$ cat src/rtl/nic8_pkg.sv
// nic8_pkg: shared widths, reset PC and fetch/execute state encoding for the nic8 front end.
package nic8_pkg;
    localparam int PC_W = 8;
    localparam int IR_W = 8;
    localparam logic [PC_W-1:0] PC_RESET_DEFAULT = 8'h00;
    typedef enum logic [1:0] {
        FETCH = 2'd0,
        EXEC  = 2'd1,
        WAIT  = 2'd2
    } seqState_e;
endpackage

$ cat src/rtl/fetch_sequencer_pc_reg.sv
// pc_reg: 8-bit program counter, async clear to preset, sync load over increment (LS161 pair).
module pc_reg
    import nic8_pkg::*;
#(
    parameter logic [PC_W-1:0] PRESET = PC_RESET_DEFAULT
) (
    input  logic            clk,
    input  logic            clearBar,
    input  logic            load,
    input  logic            inc,
    input  logic [PC_W-1:0] d,
    output logic [PC_W-1:0] q
);
    always_ff @(posedge clk or negedge clearBar) begin
        if (!clearBar) q <= PRESET;
        else if (load) q <= d;
        else if (inc) q <= q + 1'b1;
    end
endmodule

$ cat src/rtl/fetch_sequencer.sv
// fetch_sequencer: nic8 PC, IR, fetch/exec FSM and retired-instruction counter.
// Optional SINGLE_STEP_EN adds the step port and a WAIT state after every EXEC.
module fetch_sequencer
    import nic8_pkg::*;
#(
    parameter logic [PC_W-1:0] PC_RESET = PC_RESET_DEFAULT,
    parameter int              COUNT_W  = 16
) (
    input  logic               clk,
    input  logic               resetBar,
    input  logic [IR_W-1:0]    romData,
    input  logic [PC_W-1:0]    dbus,
    input  logic               doJump,
    input  logic               assertBarRom,
`ifdef SINGLE_STEP_EN
    input  logic               step,
`endif
    output logic [PC_W-1:0]    pc,
    output logic [IR_W-1:0]    ir,
    output logic               fetching,
    output logic               retire,
    output logic [COUNT_W-1:0] instrCount
);
    seqState_e stateQ, stateD;
    assign fetching = (stateQ == FETCH);
    assign retire   = (stateQ == EXEC);
`ifdef SINGLE_STEP_EN
    logic stepQ, stepPending;
    logic stepRise;
    assign stepRise = step & ~stepQ;
    // A new rising edge in the cycle WAIT consumes the pending request re-arms it.
    always_ff @(posedge clk or negedge resetBar) begin
        if (!resetBar) begin
            stepQ       <= 1'b0;
            stepPending <= 1'b0;
        end else begin
            stepQ       <= step;
            stepPending <= stepRise | (stepPending & (stateQ != WAIT));
        end
    end
    always_comb begin
        stateD = FETCH;
        stateD = fetching ? EXEC : retire ? WAIT : (stateQ == WAIT && !stepPending) ? WAIT : FETCH;
    end
`else
    always_comb begin
        stateD = FETCH;
        stateD = fetching ? EXEC : FETCH;
    end
`endif
    always_ff @(posedge clk or negedge resetBar) begin
        if (!resetBar) stateQ <= FETCH;
        else stateQ <= stateD;
    end
    pc_reg #(.PRESET(PC_RESET)) uPc (
        .clk     (clk),
        .clearBar(resetBar),
        .load    (retire & doJump),
        .inc     (fetching | (retire & ~assertBarRom)),
        .d       (dbus),
        .q       (pc)
    );
    always_ff @(posedge clk or negedge resetBar) begin
        if (!resetBar) ir <= '0;
        else if (fetching) ir <= romData;
    end
    always_ff @(posedge clk or negedge resetBar) begin
        if (!resetBar) instrCount <= '0;
        else if (retire) instrCount <= instrCount + COUNT_W'(1);
    end
endmodule

$ cat config.mk
export PLATFORM = sky130hd
export DESIGN_NAME = fetch_sequencer
export DESIGN_NICKNAME = d
export VERILOG_FILES = /design/src/rtl/nic8_pkg.sv /design/src/rtl/fetch_sequencer_pc_reg.sv /design/src/rtl/fetch_sequencer.sv
export SDC_FILE = /design/constraint.sdc
export NUM_CORES = 1
export LEC_CHECK = 0
export ABC_CLOCK_PERIOD_IN_PS = 1700
export CAP_MARGIN = 30
export CORE_MARGIN = 2
export CORE_UTILIZATION = 40
export CTS_BUF_LIST = sky130_fd_sc_hd__clkbuf_16
export DETAILED_ROUTE_END_ITERATION = 8
export GPL_TIMING_DRIVEN = 0
export MAX_ROUTING_LAYER = met4
export PLACE_DENSITY = 0.73
export RECOVER_POWER = 25
export SLEW_MARGIN = 25
export SYNTH_ARGS = -nofsm -noshare
export SYNTH_HDL_FRONTEND = slang
export SYNTH_SLANG_ARGS = --single-unit
export TNS_END_PERCENT = 100
$ cat constraint.sdc
create_clock -name clk -period 1.7 [get_ports clk]
set_input_delay 0.17 -clock clk [delete_from_list [all_inputs] [get_ports clk]]
set_output_delay 0.17 -clock clk [all_outputs]
set_load 0.005 [all_outputs]
==> results.sh, run 1 <==
export IMPL_detail_route_vias_per_cell=5.21
export IMPL_synthesis_instances=133
export IMPL_regToRegStartpoint="uPc.q[0]"
export IMPL_syn_mean_instance_area_sq_um=11.4
export IMPL_die_area_sq_um=4290
export IMPL_endpoint="fetching"
export IMPL_relSlewSlack_pct=49.2
export IMPL_outcome="finished clean"
export IMPL_number_of_antenna_cells_inserted=0
export IMPL_synth_xor_xnor_area_share_pct=8.69
export IMPL_finalCritPeriodShare_pct=94.9
export IMPL_grt_max_degree=32
export IMPL_route_detailed_wl_per_inst_microns=13.9
export IMPL_flow_area_growth_from_synthesis_pct=50.9
export IMPL_synth_nets=155
export IMPL_synthDominantAreaCellType="sky130_fd_sc_hd__dfrtp_1"
export IMPL_synthAdderAreaFrac_pct=1.66
export IMPL_die_height_microns=65.5
export IMPL_maxSlewViolCount=0
export IMPL_detail_route_iter0_violations=41
export IMPL_irDropWorstVdd_uv=682
export IMPL_power_w=0.00219
export IMPL_number_of_nets_still_failing_antenna_checks_after_routing=0
export IMPL_cts_htree_levels=2
export IMPL_regToRegSetupSlack_ns=0.21
export IMPL_powerDensity_nw_per_um2=960
export IMPL_number_of_nets_at_the_end_of_the_flow=217
export IMPL_ys_warnings_count=0
export IMPL_clock_fmax_mhz=620
export IMPL_worst_clock_skew_ns=0.00438
export IMPL_gpl_final_weighted_congestion=0.917
export IMPL_initial_core_util_pct=41.6
export IMPL_final_hold_violation_count=0
export IMPL_tritoncts="built"
export IMPL_post_synth_and_or_nand_nor_area_fraction_pct=15.7
export IMPL_portion_of_the_post_synthesis_area_used_by_sequential_elements_pct=54.6
export IMPL_ioPinCount=54
export IMPL_cts_root_buf="sky130_fd_sc_hd__clkbuf_16"
export IMPL_postLayoutCoreUtil_pct=62.8
export IMPL_overflow=0
export IMPL_final_layout_size_suffix_gt1_share_pct=13.8
export IMPL_portBuffers=53
export IMPL_holdCritPathClass="in2async"
export IMPL_drv_cap=0
export IMPL_power_leakage_nw=0.984
export IMPL_cp_data_arrival_time_ns=1.44
export IMPL_final_worst_path_setup_slack_ns=0.0863
export IMPL_yosysTopAreaCellShare_pct=54.6
export IMPL_layout_commonest_cell="sky130_fd_sc_hd__clkdlybuf4s50_1"
export IMPL_worst_slew_pin_transition_ns=0.762
export IMPL_route_final_wire_length_microns=3390
export IMPL_path_class="reg2out"
export IMPL_vias=1272
export IMPL_final_cell_mix="52 x sky130_fd_sc_hd__clkdlybuf4s50_1, 32 x sky130_fd_sc_hd__dfrtp_1, 12 x sky130_fd_sc_hd__nand2_1"
export IMPL_critical_path_peak_fanout=19
export IMPL_first_global_vias=1322
export IMPL_r2r_worst_path_cells=5
export IMPL_grt_pass1_wl_microns=5690
export IMPL_post_synth_instance_area_sq_um=1510
export IMPL_clock_path_buffers=2
export IMPL_required_ns=1.53
export IMPL_setup_worst_path_end_class="output port"
export IMPL_sinks_on_the_clock_net=33
export IMPL_floorplan_die_width_microns=65.5
export IMPL_synthMuxAreaShare_pct=7.45
export IMPL_synthDistinctLibCells=30
export IMPL_fin_setup_tns_ns=0
export IMPL_netlist_top_cells_area="sky130_fd_sc_hd__dfrtp_1 55%, sky130_fd_sc_hd__mux2_2 7.5%, sky130_fd_sc_hd__xnor2_1 6.4%"
export IMPL_synth_top_family_by_area="simple AND/OR/NAND/NOR gates"
export IMPL_detailedPlacementHpwl_microns=2530
export IMPL_detail_route_first_pass_iterations=5
export IMPL_category_of_the_worst_setup_path_launch_point="flip-flop"
export IMPL_dp_slack_ns=0.0547
export IMPL_worst_skew_late_latency_ns=0.28
export IMPL_number_of_antenna_violations_at_the_first_check_in_global_routing=0
export IMPL_grt_use_total_pct=18.1
export IMPL_numCtsBuffers=5
export IMPL_timing_critical_path_from="stateQ[0]"
export IMPL_num_rows=22
export IMPL_period_minus_slack_ns=1.61
export IMPL_core_region_area_sq_um=3630
export IMPL_synth_compound_gate_area_share_pct=9.02
export IMPL_setup_viol_count_final=0
export IMPL_ff_latch_count_synth=33
export IMPL_detail_route_drc_violations=0
export IMPL_r2r_end="uPc.q[6]"
export IMPL_grt_setup_unrepaired="false"
export IMPL_clk_pin_slew_worst_paths_ns=0.05
## synthesized netlist by cell type
library cell / count
sky130_fd_sc_hd__a21oi_1: 6
sky130_fd_sc_hd__a221o_1: 1
sky130_fd_sc_hd__a2bb2oi_1: 1
sky130_fd_sc_hd__a41oi_1: 1
sky130_fd_sc_hd__and2_4: 1
sky130_fd_sc_hd__and3_1: 2
sky130_fd_sc_hd__and3_4: 1
sky130_fd_sc_hd__buf_2: 1
sky130_fd_sc_hd__buf_4: 1
sky130_fd_sc_hd__buf_6: 1
sky130_fd_sc_hd__dfrtp_1: 33
sky130_fd_sc_hd__ha_1: 2
sky130_fd_sc_hd__inv_1: 5
sky130_fd_sc_hd__mux2_2: 10
sky130_fd_sc_hd__nand2_1: 12
sky130_fd_sc_hd__nand3_1: 8
sky130_fd_sc_hd__nand4_1: 6
sky130_fd_sc_hd__nand4_2: 1
sky130_fd_sc_hd__nor2_1: 8
sky130_fd_sc_hd__nor3b_2: 1
sky130_fd_sc_hd__nor4b_2: 1
sky130_fd_sc_hd__o21ai_0: 6
sky130_fd_sc_hd__o21ai_1: 2
sky130_fd_sc_hd__o221a_2: 1
sky130_fd_sc_hd__o221ai_1: 1
sky130_fd_sc_hd__o22ai_1: 3
sky130_fd_sc_hd__or2_1: 1
sky130_fd_sc_hd__or3_1: 1
sky130_fd_sc_hd__xnor2_1: 11
sky130_fd_sc_hd__xor2_1: 4
## where the power goes
group,total (W),internal [W],leakage [nW],switching (W)
Clock,0.000982,0.000679,0.0826,0.000303
Combinational,0.000307,0.000191,0.494,0.000115
Sequential,0.000900,0.000837,0.407,0.0000634
## state kept, by name (all words and copies together) (netlist names)
name,cells
stateQ,1
uPc.q,8
ir,8
instrCount,16
## layer usage
layer,global-route usage (%),vias to the layer above,part of all wire (%)
li1,-,602,-
met1,19.4,615,41
met2,31.0,49,52
met3,4.79,6,5.7
met4,9.11,0,1.9
met5,-,-,0
## how the worst min path moves through the flow
stage / from / to / slack [ns] / cells past startpoint
final: resetBar / ir[2] / 0.23 / 2
after global routing: resetBar / ir[1] / 0.26 / 2
after CTS: resetBar / ir[1] / 0.23 / 2
after detailed placement: resetBar / ir[1] / -0.02 / 1
after global placement: instrCount[15] / instrCount[15] / 0.46 / 1
after floorplan: resetBar / instrCount[0] / -0.13 / 0
## logic make-up after synthesis
kind of cell / Yosys count
AOI/OAI and AO/OA: 22
xor gates and xnor gates: 15
adders and majority gates: 2
buffers and inverters: 8
DFF: 33
muxes: 10
and+or+nand+nor: 43
## critical path: stages (launching register included)
cell	delay, ns
sky130_fd_sc_hd__dfrtp_2	0.42
sky130_fd_sc_hd__buf_6	0.17
sky130_fd_sc_hd__inv_1	0.07
sky130_fd_sc_hd__clkdlybuf4s50_1	0.50
## what timing repair did
action,CTS,global route
resized for setup,1,1
hold buffers,1,0
endpoints found under the hold margin,33,0
endpoints found under the setup margin,1,1
setup buffers,0,1
## metrics by stage
| step | instance area, sq um | instances | hold WS (ns) |
|---|---|---|---|
| after detailed placement | 2120 | 235 | -0.0169 |
| after global placement | 2100 | 234 | 0.460 |
| after CTS | 2290 | 243 | 0.235 |
| after global routing | 2280 | 244 | 0.259 |
| after floorplan | 1510 | 133 | -0.126 |
| final | 2280 | 244 | 0.228 |
## area by class of cell
cell class / instances / area (sq um)
Timing Repair Buffer: 56 / 547
Sequential cell: 33 / 827
Clock buffer: 5 / 125
Tap cell: 48 / 60.1
Fill cell: 301 / 1350
Clock inverter: 3 / 37.5
Buffer: 2 / 22.5
Multi-Input combinational cell: 92 / 643
Inverter: 5 / 18.8
(Power assumes the default switching activity.)
==> run 2, diff against run 1 <==
- ABC_CLOCK_PERIOD_IN_PS: 1700 -> 1400
- CTS_CLUSTER_DIAMETER: default -> 50
- PLACE_DENSITY: 0.73 -> 0.76
- SLEW_MARGIN: 25 -> 20
- clock period: 1.7 -> 1.4 ns (I/O delays scaled with it)
==> run 2 against run 1 <==
  * Non-clock buffer count up 11
  * Total power up 23%
  * Largest cell class unchanged
  * Critical endpoint is now instrCount[11]
  * Critical path type unchanged
  * Hold slack better by 0.19 ns
==> results.sh, run 2 (same netlist as run 1, synthesis figures left out) <==
export IMPL_outcome="finished clean"
export IMPL_registers_top_by_ff_count="instrCount"
export IMPL_setup_viol_count_final=0
export IMPL_clk_pin_slew_worst_paths_ns=0.05
export IMPL_min_from="dbus[4]"
export IMPL_holdCritPathClass="in2reg"
export IMPL_dp_cells=234
export IMPL_worstHoldEndpoint="uPc.q[4]"
export IMPL_route_final_wire_length_microns=3770
export IMPL_tritoncts="built"
export IMPL_first_global_vias=1306
export IMPL_worst_path_buf_inv=1
export IMPL_top_registers="instrCount x16, ir x8, uPc.q x8"
export IMPL_crit_path_max_incr_delay_ns=0.53
export IMPL_timing_critical_path_max_delay_family="buffers and inverters"
export IMPL_drv_cap=0
export IMPL_portBuffers=53
export IMPL_overflow=0
export IMPL_die_height_microns=65.5
export IMPL_r2r_worst_path_cells=5
export IMPL_final_layout_size_suffix_gt1_share_pct=27.5
export IMPL_layout_commonest_cell="sky130_fd_sc_hd__clkdlybuf4s50_1"
export IMPL_detail_route_first_pass_iterations=4
export IMPL_detail_route_drc_violations=0
export IMPL_global_route_met3_utilization_pct=6.16
export IMPL_number_of_antenna_violations_at_the_first_check_in_global_routing=0
export IMPL_largest_reg_flops=16
export IMPL_multiInputGateArea_sq_um=689
export IMPL_crit_chain="clkdlybuf4s50_1"
export IMPL_num_rows=22
export IMPL_met2_usage_pct=31.8
export IMPL_power_leakage_nw=1.03
export IMPL_final_cell_mix="49 x sky130_fd_sc_hd__clkdlybuf4s50_1, 23 x sky130_fd_sc_hd__dfrtp_1, 12 x sky130_fd_sc_hd__nand2_1"
export IMPL_regToRegStartpoint="uPc.q[0]"
export IMPL_setup_worst_path_end_class="output port"
export IMPL_category_of_the_worst_setup_path_launch_point="flip-flop"
export IMPL_timing_critical_path_slowest_stage_cell="sky130_fd_sc_hd__clkdlybuf4s50_1"
export IMPL_worst_skew_late_latency_ns=0.28
export IMPL_worst_clock_skew_ns=0.00188
export IMPL_min_path_cells=3
export IMPL_maxSlewViolCount=0
export IMPL_required_ns=1.26
export IMPL_route_detailed_wl_per_inst_microns=14.8
export IMPL_flow_area_growth_from_synthesis_pct=61.4
export IMPL_grt_max_degree=34
export IMPL_r2r_end="uPc.q[6]"
export IMPL_number_of_antenna_cells_inserted=0
export IMPL_grt_use_total_pct=19.3
export IMPL_relSlewSlack_pct=51.0
export IMPL_placedInstanceArea_sq_um=2100
export IMPL_path_class="reg2out"
export IMPL_gpl_final_weighted_congestion=0.878
export IMPL_grt_setup_unrepaired="true"
export IMPL_fin_cells=255
export IMPL_top_usage_layer="met2"
export IMPL_ioPinCount=54
export IMPL_cp_data_arrival_time_ns=1.23
export IMPL_clock_fmax_mhz=728
export IMPL_regToRegSetupSlack_ns=0.03
export IMPL_irDropWorstVdd_uv=868
export IMPL_grt_pass1_wl_microns=6070
export IMPL_floorplan_die_width_microns=65.5
export IMPL_fill_cell_total_of_the_finished_layout=290
export IMPL_detailedPlacementHpwl_microns=2610
export IMPL_clock_path_buffers=2
export IMPL_detail_route_iter0_violations=62
export IMPL_number_of_nets_at_the_end_of_the_flow=228
export IMPL_worst_slew_pin_transition_ns=0.735
export IMPL_die_area_sq_um=4290
export IMPL_timing_critical_path_from="instrCount[11]"
export IMPL_finalCritPeriodShare_pct=98.1
export IMPL_critical_path_peak_fanout=5
export IMPL_global_route_usage_met1_pct=23.1
export IMPL_area_taken_by_flip_flops_and_latches_sq_um=838
export IMPL_design_area_sq_um=2440
export IMPL_final_hold_violation_count=0
export IMPL_powerDensity_nw_per_um2=1100
export IMPL_vias=1318
export IMPL_sinks_on_the_clock_net=33
export IMPL_cts_htree_levels=2
export IMPL_initial_core_util_pct=41.6
export IMPL_period_minus_slack_ns=1.37
export IMPL_detail_route_vias_per_cell=5.17
export IMPL_numCtsBuffers=5
export IMPL_cts_root_buf="sky130_fd_sc_hd__clkbuf_16"
export IMPL_number_of_nets_still_failing_antenna_checks_after_routing=0
export IMPL_core_region_area_sq_um=3630
==> run 2: metrics by stage <==
| step | power, W | worst slack [ns] | hold WS, ns | utilization, % | TNS, ns |
|---|---|---|---|---|---|
| 2_1_floorplan | 0.00124 | 0.0804 | -0.156 | - | 0 |
| 3_3_place_gp | 0.00147 | -0.444 | 0.463 | 57.9 | -15.46 |
| 3_5_place_dp | 0.00148 | -0.264 | 0.247 | 57.7 | -1.01 |
| 4_1_cts | 0.00272 | 0.00177 | 0.422 | 64.2 | 0 |
| 5_1_grt | 0.00281 | -0.0747 | 0.475 | 67.1 | -0.138 |
| 6_report | 0.00270 | 0.0261 | 0.419 | 67.1 | 0 |
==> run 2: cell type report <==
| class | instances | share of cell area (%) |
|---|---|---|
| Buffer | 2 | 1.23 |
| Clock buffer | 5 | 5.13 |
| Clock inverter | 3 | 1.54 |
| Inverter | 5 | 0.769 |
| Multi-Input combinational cell | 92 | 28.3 |
| Sequential cell | 33 | 34.4 |
| Tap cell | 48 | 2.46 |
| Timing Repair Buffer | 67 | 26.3 |
==> run 2: layer usage <==
metal	vias to the layer above	wire, microns
met4	0	40
li1	623	-
met1	651	1570
met2	40	1950
met5	-	0
met3	4	206
==> run 2: where the power goes <==
group | internal, W | leakage, nW | switching, W
registers | 0.00102 | 0.397 | 0.0000820
logic | 0.000250 | 0.553 | 0.000144
clock network | 0.000825 | 0.0826 | 0.000372
==> run 2: worst max-delay path by stage <==
stage                          end  slack, ns  cells past startpoint
floorplan                 uPc.q[6]       0.08                      5
global placement             ir[5]      -0.44                      1
detailed placement        uPc.q[6]      -0.26                      6
CTS                       fetching      0.002                      4
global route              uPc.q[6]      -0.07                      6
finish              instrCount[11]       0.03                      1
==> run 2: what timing repair did <==
action                                  in CTS  in global routing
endpoints found under the hold margin       33                  0
setup buffers                                5                  8
hold buffers                                 1                  0
pin swaps                                    1                  5
endpoints found under the setup margin      12                 17
resized for setup                           15                 20
==> run 3, diff against run 2 <==
- ABC_AREA: default -> 1
- PLACE_DENSITY: 0.76 -> 0.74
==> run 3 against run 2 <==
  * Sequential share of layout area is 1.6 points lower
  * Routed wire length is 5.6% higher
  * First-iteration DRC count grew 98%
  * Synthesized cell count rose by 53%
  * Design area increased by 3.9%
  * Synthesized area rose by 9.7%
  * Highest routed layer unchanged
  * Combinational power is 4% higher
==> results.sh, run 3 <==
export IMPL_clk_pin_slew_worst_paths_ns=0.05
export IMPL_registers_top_by_ff_count="instrCount"
export IMPL_netlist_top_cells_area="sky130_fd_sc_hd__dfrtp_1 50%, sky130_fd_sc_hd__nand2_1 17%, sky130_fd_sc_hd__nand3_1 4.8%"
export IMPL_worst_slew_pin_transition_ns=0.533
export IMPL_detail_route_iter0_violations=123
export IMPL_setup_viol_count_final=0
export IMPL_largest_reg_flops=16
export IMPL_synth_nets=226
export IMPL_grt_pass1_wl_microns=6400
export IMPL_flow_area_growth_from_synthesis_pct=53.0
export IMPL_first_global_vias=1458
export IMPL_initial_core_util_pct=41.4
export IMPL_layout_commonest_cell="sky130_fd_sc_hd__nand2_1"
export IMPL_grt_max_degree=25
export IMPL_worst_skew_late_latency_ns=0.27
export IMPL_floorplan_die_width_microns=68.4
export IMPL_timing_critical_path_max_delay_family="buffers and inverters"
export IMPL_portion_of_the_post_synthesis_area_used_by_sequential_elements_pct=49.8
export IMPL_overflow=0
export IMPL_yosysTopAreaCellShare_pct=49.8
export IMPL_synthesis_instances=204
export IMPL_route_detailed_wl_per_inst_microns=12.2
export IMPL_detail_route_vias_per_cell=4.81
export IMPL_tritoncts="built"
export IMPL_cts_root_buf="sky130_fd_sc_hd__clkbuf_16"
export IMPL_irDropWorstVdd_uv=840
export IMPL_number_of_enable_type_register_cells_in_the_synthesized_netlist=0
export IMPL_detail_route_drc_violations=0
export IMPL_gpl_final_weighted_congestion=0.831
export IMPL_detail_route_first_pass_iterations=4
export IMPL_die_height_microns=68.4
export IMPL_synthDominantAreaCellType="sky130_fd_sc_hd__dfrtp_1"
export IMPL_number_of_nets_still_failing_antenna_checks_after_routing=0
export IMPL_setup_worst_path_end_class="output port"
export IMPL_ys_warnings_count=0
export IMPL_clock_path_buffers=2
export IMPL_sinks_on_the_clock_net=33
export IMPL_holdCritPathClass="in2async"
export IMPL_core_region_area_sq_um=4000
export IMPL_numCtsBuffers=5
export IMPL_detailedPlacementHpwl_microns=2760
export IMPL_ioPinCount=54
export IMPL_vias=1568
export IMPL_worst_clock_skew_ns=0.00451
export IMPL_finalCritPeriodShare_pct=96.9
export IMPL_category_of_the_worst_setup_path_launch_point="flip-flop"
export IMPL_outcome="finished clean"
export IMPL_synth_most_common_cell="sky130_fd_sc_hd__nand2_1"
export IMPL_synthDistinctLibCells=24
export IMPL_fin_setup_tns_ns=0
export IMPL_power_leakage_nw=1.22
export IMPL_clock_fmax_mhz=737
export IMPL_placedInstanceArea_sq_um=2270
export IMPL_grt_use_total_pct=19.3
export IMPL_required_ns=1.26
export IMPL_synthTopCellsByCount="77 x sky130_fd_sc_hd__nand2_1, 33 x sky130_fd_sc_hd__dfrtp_1, 19 x sky130_fd_sc_hd__inv_1"
export IMPL_die_area_sq_um=4680
export IMPL_post_synth_instance_area_sq_um=1660
export IMPL_final_layout_size_suffix_gt1_share_pct=14.1
export IMPL_period_minus_slack_ns=1.36
export IMPL_relSlewSlack_pct=64.5
export IMPL_path_class="reg2out"
export IMPL_number_of_nets_at_the_end_of_the_flow=297
export IMPL_maxSlewViolCount=0
export IMPL_critical_path_peak_fanout=4
export IMPL_design_area_sq_um=2540
export IMPL_crit_path_max_incr_delay_ns=0.54
export IMPL_synth_async_reset_ratio_pct=100
export IMPL_number_of_antenna_cells_inserted=0
export IMPL_final_hold_violation_count=0
export IMPL_timing_critical_path_slowest_stage_cell="sky130_fd_sc_hd__clkdlybuf4s50_1"
export IMPL_powerDensity_nw_per_um2=1070
export IMPL_syn_mean_instance_area_sq_um=8.13
export IMPL_cp_data_arrival_time_ns=1.22
export IMPL_number_of_antenna_violations_at_the_first_check_in_global_routing=0
export IMPL_portBuffers=53
export IMPL_synth_top_flop_cell="sky130_fd_sc_hd__dfrtp_1"
export IMPL_drv_cap=0
export IMPL_worst_path_buf_inv=1
export IMPL_top_registers="instrCount x16, ir x8, uPc.q x8"
export IMPL_cts_htree_levels=2
export IMPL_num_rows=23
export IMPL_crit_chain="clkdlybuf4s50_1"
export IMPL_final_cell_mix="75 x sky130_fd_sc_hd__nand2_1, 49 x sky130_fd_sc_hd__clkdlybuf4s50_1, 28 x sky130_fd_sc_hd__dfrtp_1"
export IMPL_route_final_wire_length_microns=3970
export IMPL_ff_latch_count_synth=33
[run 3: changes by cell type after synthesis, moves of 3 or more]
cell | previous run | this run
sky130_fd_sc_hd__nand2_1 | 12 | 77
sky130_fd_sc_hd__nand3_1 | 8 | 16
sky130_fd_sc_hd__o21ai_0 | 6 | 3
sky130_fd_sc_hd__nand2_2 | 0 | 3
sky130_fd_sc_hd__nor2_1 | 8 | 16
sky130_fd_sc_hd__mux2_2 | 10 | 0
sky130_fd_sc_hd__nor2_4 | 0 | 4
sky130_fd_sc_hd__a21oi_1 | 6 | 2
sky130_fd_sc_hd__inv_1 | 5 | 19
sky130_fd_sc_hd__xnor2_1 | 11 | 5
[run 3: final cells by class]
class	count	area [sq um]
timing repair buffer	64	613
tap	50	62.6
multi-input combinational	148	754
clock buffer	5	125
clock inverter	3	37.5
inverter	20	87.6
buffer	3	23.8
sequential	33	832
fill	321	1460
[run 3: power breakdown]
part           switching, W  internal [W]  total (W)
Combinational      0.000176      0.000233   0.000408
Sequential        0.0000836       0.00102    0.00111
Clock              0.000376      0.000825    0.00120
Total              0.000635       0.00208    0.00272
[run 3: final timing paths]
| path | endpoint | start | cells past startpoint | slack (ns) |
|---|---|---|---|---|
| setup / recovery | instrCount[0] | instrCount[0] | 1 | 0.04 |
| hold / removal | instrCount[9] | resetBar | 2 | 0.36 |
| setup reg to reg | instrCount[9] | stateQ[0] | 9 | 0.08 |
| hold reg to reg | ir[4] | ir[4] | 2 | 0.47 |
| max in group asynchronous | instrCount[2] | resetBar | 3 | 0.26 |
| min in group clk | ir[5] | romData[5] | 3 | 0.40 |
[run 3: through the flow]
step | hold slack (ns) | utilization [%] | instances | power (W) | setup WS, ns
floorplan | -0.156 | - | 204 | 0.00127 | 0.188
CTS | 0.273 | 61.7 | 319 | 0.00274 | -0.0159
finish | 0.357 | 63.4 | 326 | 0.00272 | 0.0429
detailed placement | 0.0274 | 56.6 | 308 | 0.00152 | -0.0517
global route | 0.423 | 63.4 | 326 | 0.00283 | -0.00361
global placement | 0.463 | 56.3 | 307 | 0.00151 | -0.536
[run 3: kinds of logic (layout without fill, tap and decap cells)]
group / count (synthesis) / in the layout / share of synthesized area [%]
DFF: 33 / 33 / 49.8
and+or+nand+nor: 126 / 126 / 34.0
buffers and inverters: 23 / 95 / 5.74
AOI/OAI and AO/OA: 10 / 10 / 3.70
xor gates and xnor gates: 10 / 10 / 5.28
adders and majority gates: 2 / 2 / 1.51
[run 3: timing repair]
action                                  CTS  global route
buffers inserted                          2             8
pin swaps                                 0             4
hold buffers                              1             0
cloned                                    0             0
gates resized for setup                   6            11
endpoints found under the hold margin     9             0
endpoints found under the setup margin    2            23
[run 3: layer usage]
layer	wire, microns	GRT usage, %	vias to the layer above
li1	-	-	784
met1	1650	21.5	732
met2	2090	33.2	46
met3	193	5.76	6
met4	43	5.50	0
met5	0	-	-
